## config.mk

```make
export PLATFORM = sky130hd
export DESIGN_NAME = pc_redirect_unit_flat
export DESIGN_NICKNAME = d
export VERILOG_FILES = /design/src/rtl/pc_redirect_unit_pkg.sv /design/src/rtl/pc_redirect_unit_if.sv /design/src/rtl/pc_redirect_unit_flush_timer.sv /design/src/rtl/pc_redirect_unit.sv /design/src/flat_wrapper.sv
export SDC_FILE = /design/constraint.sdc
export NUM_CORES = 1
export LEC_CHECK = 0
export CAP_MARGIN = 20
export CORE_ASPECT_RATIO = 1.4
export CORE_UTILIZATION = 45
export DETAILED_ROUTE_END_ITERATION = 12
export MAX_ROUTING_LAYER = met4
export PLACE_DENSITY = 0.85
export SLEW_MARGIN = 0
export SYNTH_ARGS = -nofsm -noshare
export SYNTH_HDL_FRONTEND = slang
export SYNTH_SLANG_ARGS = --single-unit
```

## constraint.sdc

```tcl
create_clock -name i_clk -period 2.4 [get_ports i_clk]
set_input_delay 0.36 -clock i_clk [delete_from_list [all_inputs] [get_ports i_clk]]
set_output_delay 0.36 -clock i_clk [all_outputs]
set_load 0.01 [all_outputs]
```

## src/rtl/pc_redirect_unit_pkg.sv

```systemverilog
// Shared types and constants for the fetch-side PC redirect logic.
package pc_redirect_unit_pkg;

  typedef enum logic [1:0] {
    S_IDLE  = 2'd0,
    S_FETCH = 2'd1,
    S_HOLD  = 2'd2,
    S_FLUSH = 2'd3
  } state_e;

  localparam int PC_INC = 4;

  // Comparator function codes, shared with the execute-stage comparator.
  localparam logic [3:0] BR_EQZ = 4'b0000;
  localparam logic [3:0] BR_LTZ = 4'b0001;
  localparam logic [3:0] BR_GTZ = 4'b0010;

endpackage

```

## src/rtl/pc_redirect_unit_if.sv

```systemverilog
// Instruction-memory request/acknowledge bus between fetch and imem.
interface pc_redirect_unit_if #(
  parameter int PC_W = 32
);
  logic            req;
  logic [PC_W-1:0] addr;
  logic            ack;

  modport master (output req, output addr, input ack);
  modport slave  (input req, input addr, output ack);
endinterface

```

## src/rtl/pc_redirect_unit_flush_timer.sv

```systemverilog
// Loadable down-counter holding flush high for CYCLES cycles after each load.
module flush_timer #(
  parameter int CYCLES = 2
) (
  input  logic i_clk,
  input  logic i_reset,
  input  logic i_load,
  output logic o_flush,
  output logic o_done
);
  localparam int CW = $clog2(CYCLES + 1);

  logic [CW-1:0] r_cnt;

  always_ff @(posedge i_clk) begin
    if (i_reset)             r_cnt <= '0;
    else if (i_load)         r_cnt <= CW'(CYCLES);
    else if (r_cnt != '0)    r_cnt <= r_cnt - CW'(1);
  end

  assign o_flush = (r_cnt != '0);
  assign o_done  = (r_cnt == CW'(1));
endmodule

```

## src/rtl/pc_redirect_unit.sv

```systemverilog
// Owns the fetch PC, drives the imem req/ack handshake, and redirects and
// squashes wrong-path fetches on taken branches from the execute stage.
module pc_redirect_unit
  import pc_redirect_unit_pkg::*;
#(
  parameter int              PC_W         = 32,
  parameter logic [PC_W-1:0] RESET_PC     = '0,
  parameter int              FLUSH_CYCLES = 2
) (
  input  logic               i_clk,
  input  logic               i_reset,
  input  logic               i_br_valid,
  input  logic               i_br_taken,
  input  logic [PC_W-1:0]    i_br_target,
  input  logic               i_stall,
  pc_redirect_unit_if.master io_imem,
  output logic               o_if_valid,
  output logic [PC_W-1:0]    o_if_pc,
  output logic               o_flush,
  output logic               o_br_misalign
);
  state_e          r_state, w_state_nxt;
  logic [PC_W-1:0] r_pc, r_old_addr, r_if_pc, w_addr;
  logic            r_drop, r_if_valid, r_misalign;
  logic            w_req, w_redirect, w_accept, w_deliver, w_timer_done;

  assign w_redirect = i_br_valid & i_br_taken & (r_state != S_IDLE);
  // An ack arriving while dropping belongs to the abandoned address.
  assign w_accept   = (r_state == S_FETCH) & io_imem.ack & ~r_drop & ~w_redirect;
  assign w_deliver  = (w_accept & ~i_stall)
                    | ((r_state == S_HOLD) & ~i_stall & ~w_redirect);

  flush_timer #(.CYCLES(FLUSH_CYCLES)) u_flush_timer (
    .i_clk   (i_clk),
    .i_reset (i_reset),
    .i_load  (w_redirect),
    .o_flush (o_flush),
    .o_done  (w_timer_done)
  );

  always_ff @(posedge i_clk) begin
    if (i_reset) r_state <= S_IDLE;
    else         r_state <= w_state_nxt;
  end

  always_comb begin
    w_state_nxt = r_state;
    case (r_state)
      S_IDLE:  w_state_nxt = S_FETCH;
      S_FETCH: if (w_redirect)            w_state_nxt = S_FLUSH;
               else if (w_accept & i_stall) w_state_nxt = S_HOLD;
      S_HOLD:  if (w_redirect)            w_state_nxt = S_FLUSH;
               else if (!i_stall)         w_state_nxt = S_FETCH;
      S_FLUSH: if (w_redirect)            w_state_nxt = S_FLUSH;
               else if (w_timer_done)     w_state_nxt = S_FETCH;
      default: w_state_nxt = S_IDLE;
    endcase
  end

  // A dropped request keeps presenting its old address until acked.
  always_comb begin
    w_req  = (r_state == S_FETCH) | r_drop;
    w_addr = r_drop ? r_old_addr : r_pc;
  end

  assign io_imem.req  = w_req;
  assign io_imem.addr = w_addr;

  always_ff @(posedge i_clk) begin
    if (i_reset) begin
      r_pc       <= RESET_PC;
      r_old_addr <= '0;
      r_drop     <= 1'b0;
      r_if_valid <= 1'b0;
      r_if_pc    <= '0;
      r_misalign <= 1'b0;
    end else begin
      r_if_valid <= w_deliver;
      r_misalign <= w_redirect & (i_br_target[1:0] != 2'b00);
      r_drop     <= w_req & ~io_imem.ack & (r_drop | w_redirect);
      r_old_addr <= w_addr;
      if (w_redirect) begin
        r_pc <= {i_br_target[PC_W-1:2], 2'b00};
      end else if (w_deliver) begin
        r_pc    <= r_pc + PC_W'(PC_INC);
        r_if_pc <= r_pc;
      end
    end
  end

  assign o_if_valid    = r_if_valid;
  assign o_if_pc       = r_if_pc;
  assign o_br_misalign = r_misalign;
endmodule
```

## src/flat_wrapper.sv

```systemverilog
// flat-port wrapper written by rule: the top's interface ports become plain ports
module pc_redirect_unit_flat import pc_redirect_unit_pkg::*;
#(
  parameter int              PC_W         = 32,
  parameter logic [PC_W-1:0] RESET_PC     = '0,
  parameter int              FLUSH_CYCLES = 2
)
  (i_clk, i_reset, i_br_valid, i_br_taken, i_br_target, i_stall, o_if_valid, o_if_pc, o_flush, o_br_misalign, io_imem_req, io_imem_addr, io_imem_ack);
  pc_redirect_unit_if #(.PC_W(PC_W)) io_imem_i ();
  input  logic i_clk;
  input  logic i_reset;
  input  logic i_br_valid;
  input  logic i_br_taken;
  input  logic [PC_W-1:0] i_br_target;
  input  logic i_stall;
  output logic o_if_valid;
  output logic [PC_W-1:0] o_if_pc;
  output logic o_flush;
  output logic o_br_misalign;
  output wire logic [$bits(io_imem_i.req)-1:0] io_imem_req;
  output wire logic [$bits(io_imem_i.addr)-1:0] io_imem_addr;
  input wire logic [$bits(io_imem_i.ack)-1:0] io_imem_ack;
  assign io_imem_req = io_imem_i.req;
  assign io_imem_addr = io_imem_i.addr;
  assign io_imem_i.ack = io_imem_ack;
  pc_redirect_unit #(.PC_W(PC_W), .RESET_PC(RESET_PC), .FLUSH_CYCLES(FLUSH_CYCLES)) u_core (.i_clk(i_clk), .i_reset(i_reset), .i_br_valid(i_br_valid), .i_br_taken(i_br_taken), .i_br_target(i_br_target), .i_stall(i_stall), .io_imem(io_imem_i), .o_if_valid(o_if_valid), .o_if_pc(o_if_pc), .o_flush(o_flush), .o_br_misalign(o_br_misalign));
endmodule
```

Yosys cells after proc, flatten, opt, wreduce, memory -nomap -nowiden. Cells that the tools add are included.

Flip-flop bits (word level): 103. Bits of input ports: 38. Output and inout bits: 68. Word-level logic and storage cells: 59.

Add/subtract/negate cells: 2. Equal/unequal tests: 7. Mux-type cells: 12. Bitwise operators: 19. Reductions and logical operators: 9.

Operator list (number): $mux W32 (3); $add A32 B3 Y32 const B (1); $mux W2 (8); $and A1 B1 Y1 (12); $reduce_bool A2 Y1 (5); $pmux W2 S4 (1); $ne A3 B2 Y1 const B (2); $eq A2 B1 Y1 const B (2); $eq A2 B2 Y1 const B (2); $not A1 Y1 (4); $ne A3 B1 Y1 const B (1); $or A1 B1 Y1 (3); $reduce_and A3 Y1 (1); $logic_not A2 Y1 (1); $reduce_and A2 Y1 (1); $reduce_or A2 Y1 (1); $sub A2 B1 Y2 const B (1).

Longest topological paths before layout.
Depth after elaboration: 8. Mapped depth: 8. Depth with buffers taken out: 6.

Cells and area by module. From an unflattened synthesis, not the netlist that was laid out.

Cell total of the unflattened synthesis: 505. Area total of the unflattened synthesis: 4336.7 um^2.

Modules (own cells, without submodules): pc_redirect_unit (times used 1, cells an instance 498, area each 4260.3 um^2); flush_timer (times used 1, cells an instance 7, area each 76.3 um^2).

Worst setup path after synthesis. Ideal clock, no wire load.

Kind: reg-to-reg. Start point: reg u_core.r_pc[2]. End point: reg u_core.r_pc[26]. Library setup time: 0.074 ns. Arrival time: 1.894 ns. Required time: 2.326 ns. Slack: 0.432 ns. Stages on the path, launching flop included: 7. Buffers on the path: 0. Clock period less this slack: 1.968 ns. Path through: dfxtp_1 > ha_1 > nand4_2 > nor4_4 > nand2_2 > or4_1 > a31oi_1.

Word-level cells in the longest chain between the ends: 3.

Ends and longest elaborated chain: from (decl) (line pc_redirect_unit.sv:23) `logic [PC_W-1:0] r_pc, r_old_addr, r_if_pc, w_addr;`; from (signal assigned) (line pc_redirect_unit.sv:83) `r_pc <= {i_br_target[PC_W-1:2], 2'b00};`; from (signal assigned) (line pc_redirect_unit.sv:85) `r_pc <= r_pc + PC_W'(PC_INC);`; $add A32 B3 Y32 (line pc_redirect_unit.sv:85); $mux W32 (line pc_redirect_unit.sv:84) `end else if (w_deliver) begin`; $mux W32 (line pc_redirect_unit.sv:82) `if (w_redirect) begin`.

No other way between the ends. The select of a mux whose other input is x is not followed. A chain may end at the register's enable or synchronous reset.

Worst setup path in the final report.
Start point: reg u_core.r_pc[18]. End point: out io_imem_addr[18].

Word-level cells in the longest chain between the ends: 1.

Ends and longest elaborated chain: $mux W32 (line pc_redirect_unit.sv:63) `w_addr = r_drop ? r_old_addr : r_pc;`; to (decl) (line flat_wrapper.sv:21) `output wire logic [$bits(io_imem_i.addr)-1:0] io_imem_addr;`.

No other way between the ends.

==> results.cfg <==
[status]
status = complete, but fails checks
violations = DRC

[setup_path]
slowest_stage = clkdlybuf4s50_1
cp.required_ns = 2.04
reg2reg_setup_slack_ns = 0.26
critPathLaunchType = flip-flop
critPathKind = flip-flop to primary output
worstReg2RegEnd = u_core.r_pc[23]
ff2ff_path_depth = 5
path_cells = inv_1 > o21ai_0 > clkdlybuf4s50_1
cp-startpoint = u_core.r_pc[18]
max_stage_delay_ns = 0.60
cp_data_arrival_time_ns = 1.86
end_kind = primary output
worstReg2RegStart = u_core.r_pc[18]
worst-path-max-fanout = 10

[floorplanning]
core_sq_um = 9180
die_h_microns = 118
ios = 106
row_count = 41
die_w_microns = 84.8
fp.dieArea_sq_um = 9990
start_util_pct = 47.0

[synthesis]
synth_cells = 504
syn_area_per_cell_sq_um = 8.56
synth_most_common_cell = dfxtp_1
async_flop_share_pct = 0
synth_top_cell_by_area = dfxtp_1
synth_warnings = 0
synth_ff_type = dfxtp_1
syn_area_sq_um = 4320
yosysTopAreaCellShare_pct = 45.9
synth-edff-count = 0
ys_types = 49
netlist_top_cells_area = dfxtp_1, nand2_1, mux2_2, a21oi_1, nor2b_1
ys_seq_area_share_pct = 45.9
ys_ff_latch = 99
yosys-top-cells-count = dfxtp_1, nand2_1, a21oi_1, nor2b_1, mux2_2

[global_routing]
grt_start_max_net_pins = 65
gr-usage-all-layers_pct = 24.5
antenna_found_initial = 0
grt_overflow_total = 0
grt_pass1_vias = 3888
grt_pass1_wl_microns = 18800

[timing]
fin_tns_setup_ns = 0
fmax_mhz = 450
setup_violations = 0
rsz0062_at_grt = no
hold_viol = 0
maxSlewHeadroom_pct = 54.6
fin_skew_ns = 0.00833
period_share_pct = 92.6
fin_crit_ns = 2.22
tightest_slew_ns = 0.682
final_max_slew_viol_count = 0
fin_ws_ns = 0.177

[drt]
route.detailed.drc = 7
avgViaCountPerCell = 5.72
first_iter_violations = 239
drt-pass1-iter-count = 8
totalWireLength_microns = 11500
post_drt_wl_per_cell_microns = 16.1
ant_nets = 0
vias = 4070

[place]
post-place-ws_ns = 0.0436
dp_hpwl_microns = 7860
port_buffers = 103
place_congestion = 0.873
place_area_sq_um = 5480

[pwr]
power_density_nw_per_um2 = 653
ir_worst_vdd_mv = 0.422
pwr-share-comb_pct = 9.7
p_sw_mw = 0.840
swShare_pct = 22.0
clkPwrFrac_pct = 44.9
pwr-share-seq_pct = 45.4
p_leak_nw = 2.07
p_int_mw = 2.98

[clock_network]
cts_buffers = 9
cts_setup_buffers = 0
cts_hold_buffers = 0
clockBufferDepth = 2
clkTransAtPathRegs_ns = 0.06
clock_latency_ns = 0.35
cts_tree = built
cts_root_buffer = clkbuf_16
htreeDepth = 3
ctsResizeCount = 0
clock-sinks = 99

[final_layout]
drive_gt1_share_pct = 12.6
antenna_cells = 0
seqCellArea_sq_um = 1980
multi_input_area_sq_um = 2150
stdcell_area_sq_um = 5850
final_nets = 639
fillers = 734
syn2layout_area_growth_pct = 35.5

[hold_path]
hold_path_end = u_core.o_if_pc[25]
min_path_cells = 2
hold_class = flip-flop to flip-flop
min_from = u_core.o_if_pc[25]

[run]
cap_viol_max_count = 0
[logic make-up after synthesis]
family / after synthesis / share of synthesized area (%)
DFF: 99 / 45.9
muxes: 25 / 6.52
and+or+nand+nor: 208 / 25.3
buffers and inverters: 46 / 4.58
adders and majority gates: 1 / 0.290
AOI/OAI and AO/OA: 124 / 17.3
other: 1 / 0.0869
[worst max path at each step]
stage,to
after global placement,u_core.r_pc[24]
after floorplan,u_core.r_pc[26]
after detailed placement,u_core.r_pc[24]
final,io_imem_addr[18]
after CTS,io_imem_addr[9]
after global routing,u_core.r_pc[23]
[metal layers]
metal	wire length, microns	share of wire [%]	track usage, %
met2	5760	50	40.1
met4	333	2.9	12.7
met3	674	5.9	4.14
met5	0	0	-
met1	4710	41	28.5
[cell type report]
cell class | count | share of cell area (%)
Multi-Input combinational cell | 360 | 36.8
Tap cell | 107 | 2.29
Inverter | 7 | 0.449
Sequential cell | 99 | 33.9
Clock inverter | 4 | 1.63
Clock buffer | 12 | 4.56
Timing Repair Buffer | 123 | 20.4
[power groups by stage]
stage                     clock network, mW  registers, mW  logic (mW)
after floorplan                           0           1.75       0.189
after global placement                    0           1.76       0.360
after detailed placement                  0           1.77       0.366
after CTS                              1.73           1.73       0.370
after global routing                   1.81           1.74       0.399
final                                  1.71           1.73       0.369
[registers in the layout, summed over array words and instances, names as in the netlist]
signal	flops
u_core.o_br_misalign	1
u_core.o_if_pc	30
u_core.o_if_valid	1
u_core.r_drop	1
u_core.r_old_addr	32
u_core.r_pc	30
u_core.r_state	2
u_core.u_flush_timer.r_cnt	2
[stage by stage]
step           cells  utilization [%]  hold WS [ns]  power, mW
2_1_floorplan    505                -         0.437       1.94
3_3_place_gp     696             59.7         0.443       2.12
3_5_place_dp     696             59.7         0.446       2.13
4_1_cts          712             63.7         0.455       3.83
5_1_grt          712             63.7         0.471       3.94
6_report         712             63.7         0.452       3.82
[layout by cell type, fill, tap and decap left out, types with 3 or more instances in the layout]
cell             instances
nand3_1                 12
o311ai_0                 3
a21oi_1                 55
buf_4                   20
bufinv_16                3
clkdlybuf4s50_1        102
nor3_1                   4
a31oi_1                 19
o21ai_0                 20
clkbuf_16                9
clkbuf_8                 3
and4_1                   3
and2_1                   3
nor2b_1                 33
or3_1                    7
inv_1                    7
nand3b_1                 3
or4_1                    4
nand2_1                 94
dfxtp_1                 98
nor4b_1                  3
a32oi_1                  4
mux2_2                  25
nand4_1                  8
o211ai_1                 6
nor2_1                  18
[worst max-delay path, delay by kind of cell, from the launching register on]
| family | cells | cell delay (ns) |
|---|---|---|
| AO/OA/AOI/OAI | 1 | 0.29 |
| buffers and inverters | 2 | 0.70 |
| flip-flops | 1 | 0.53 |
Note: power is estimated with default switching activity, not from simulation.
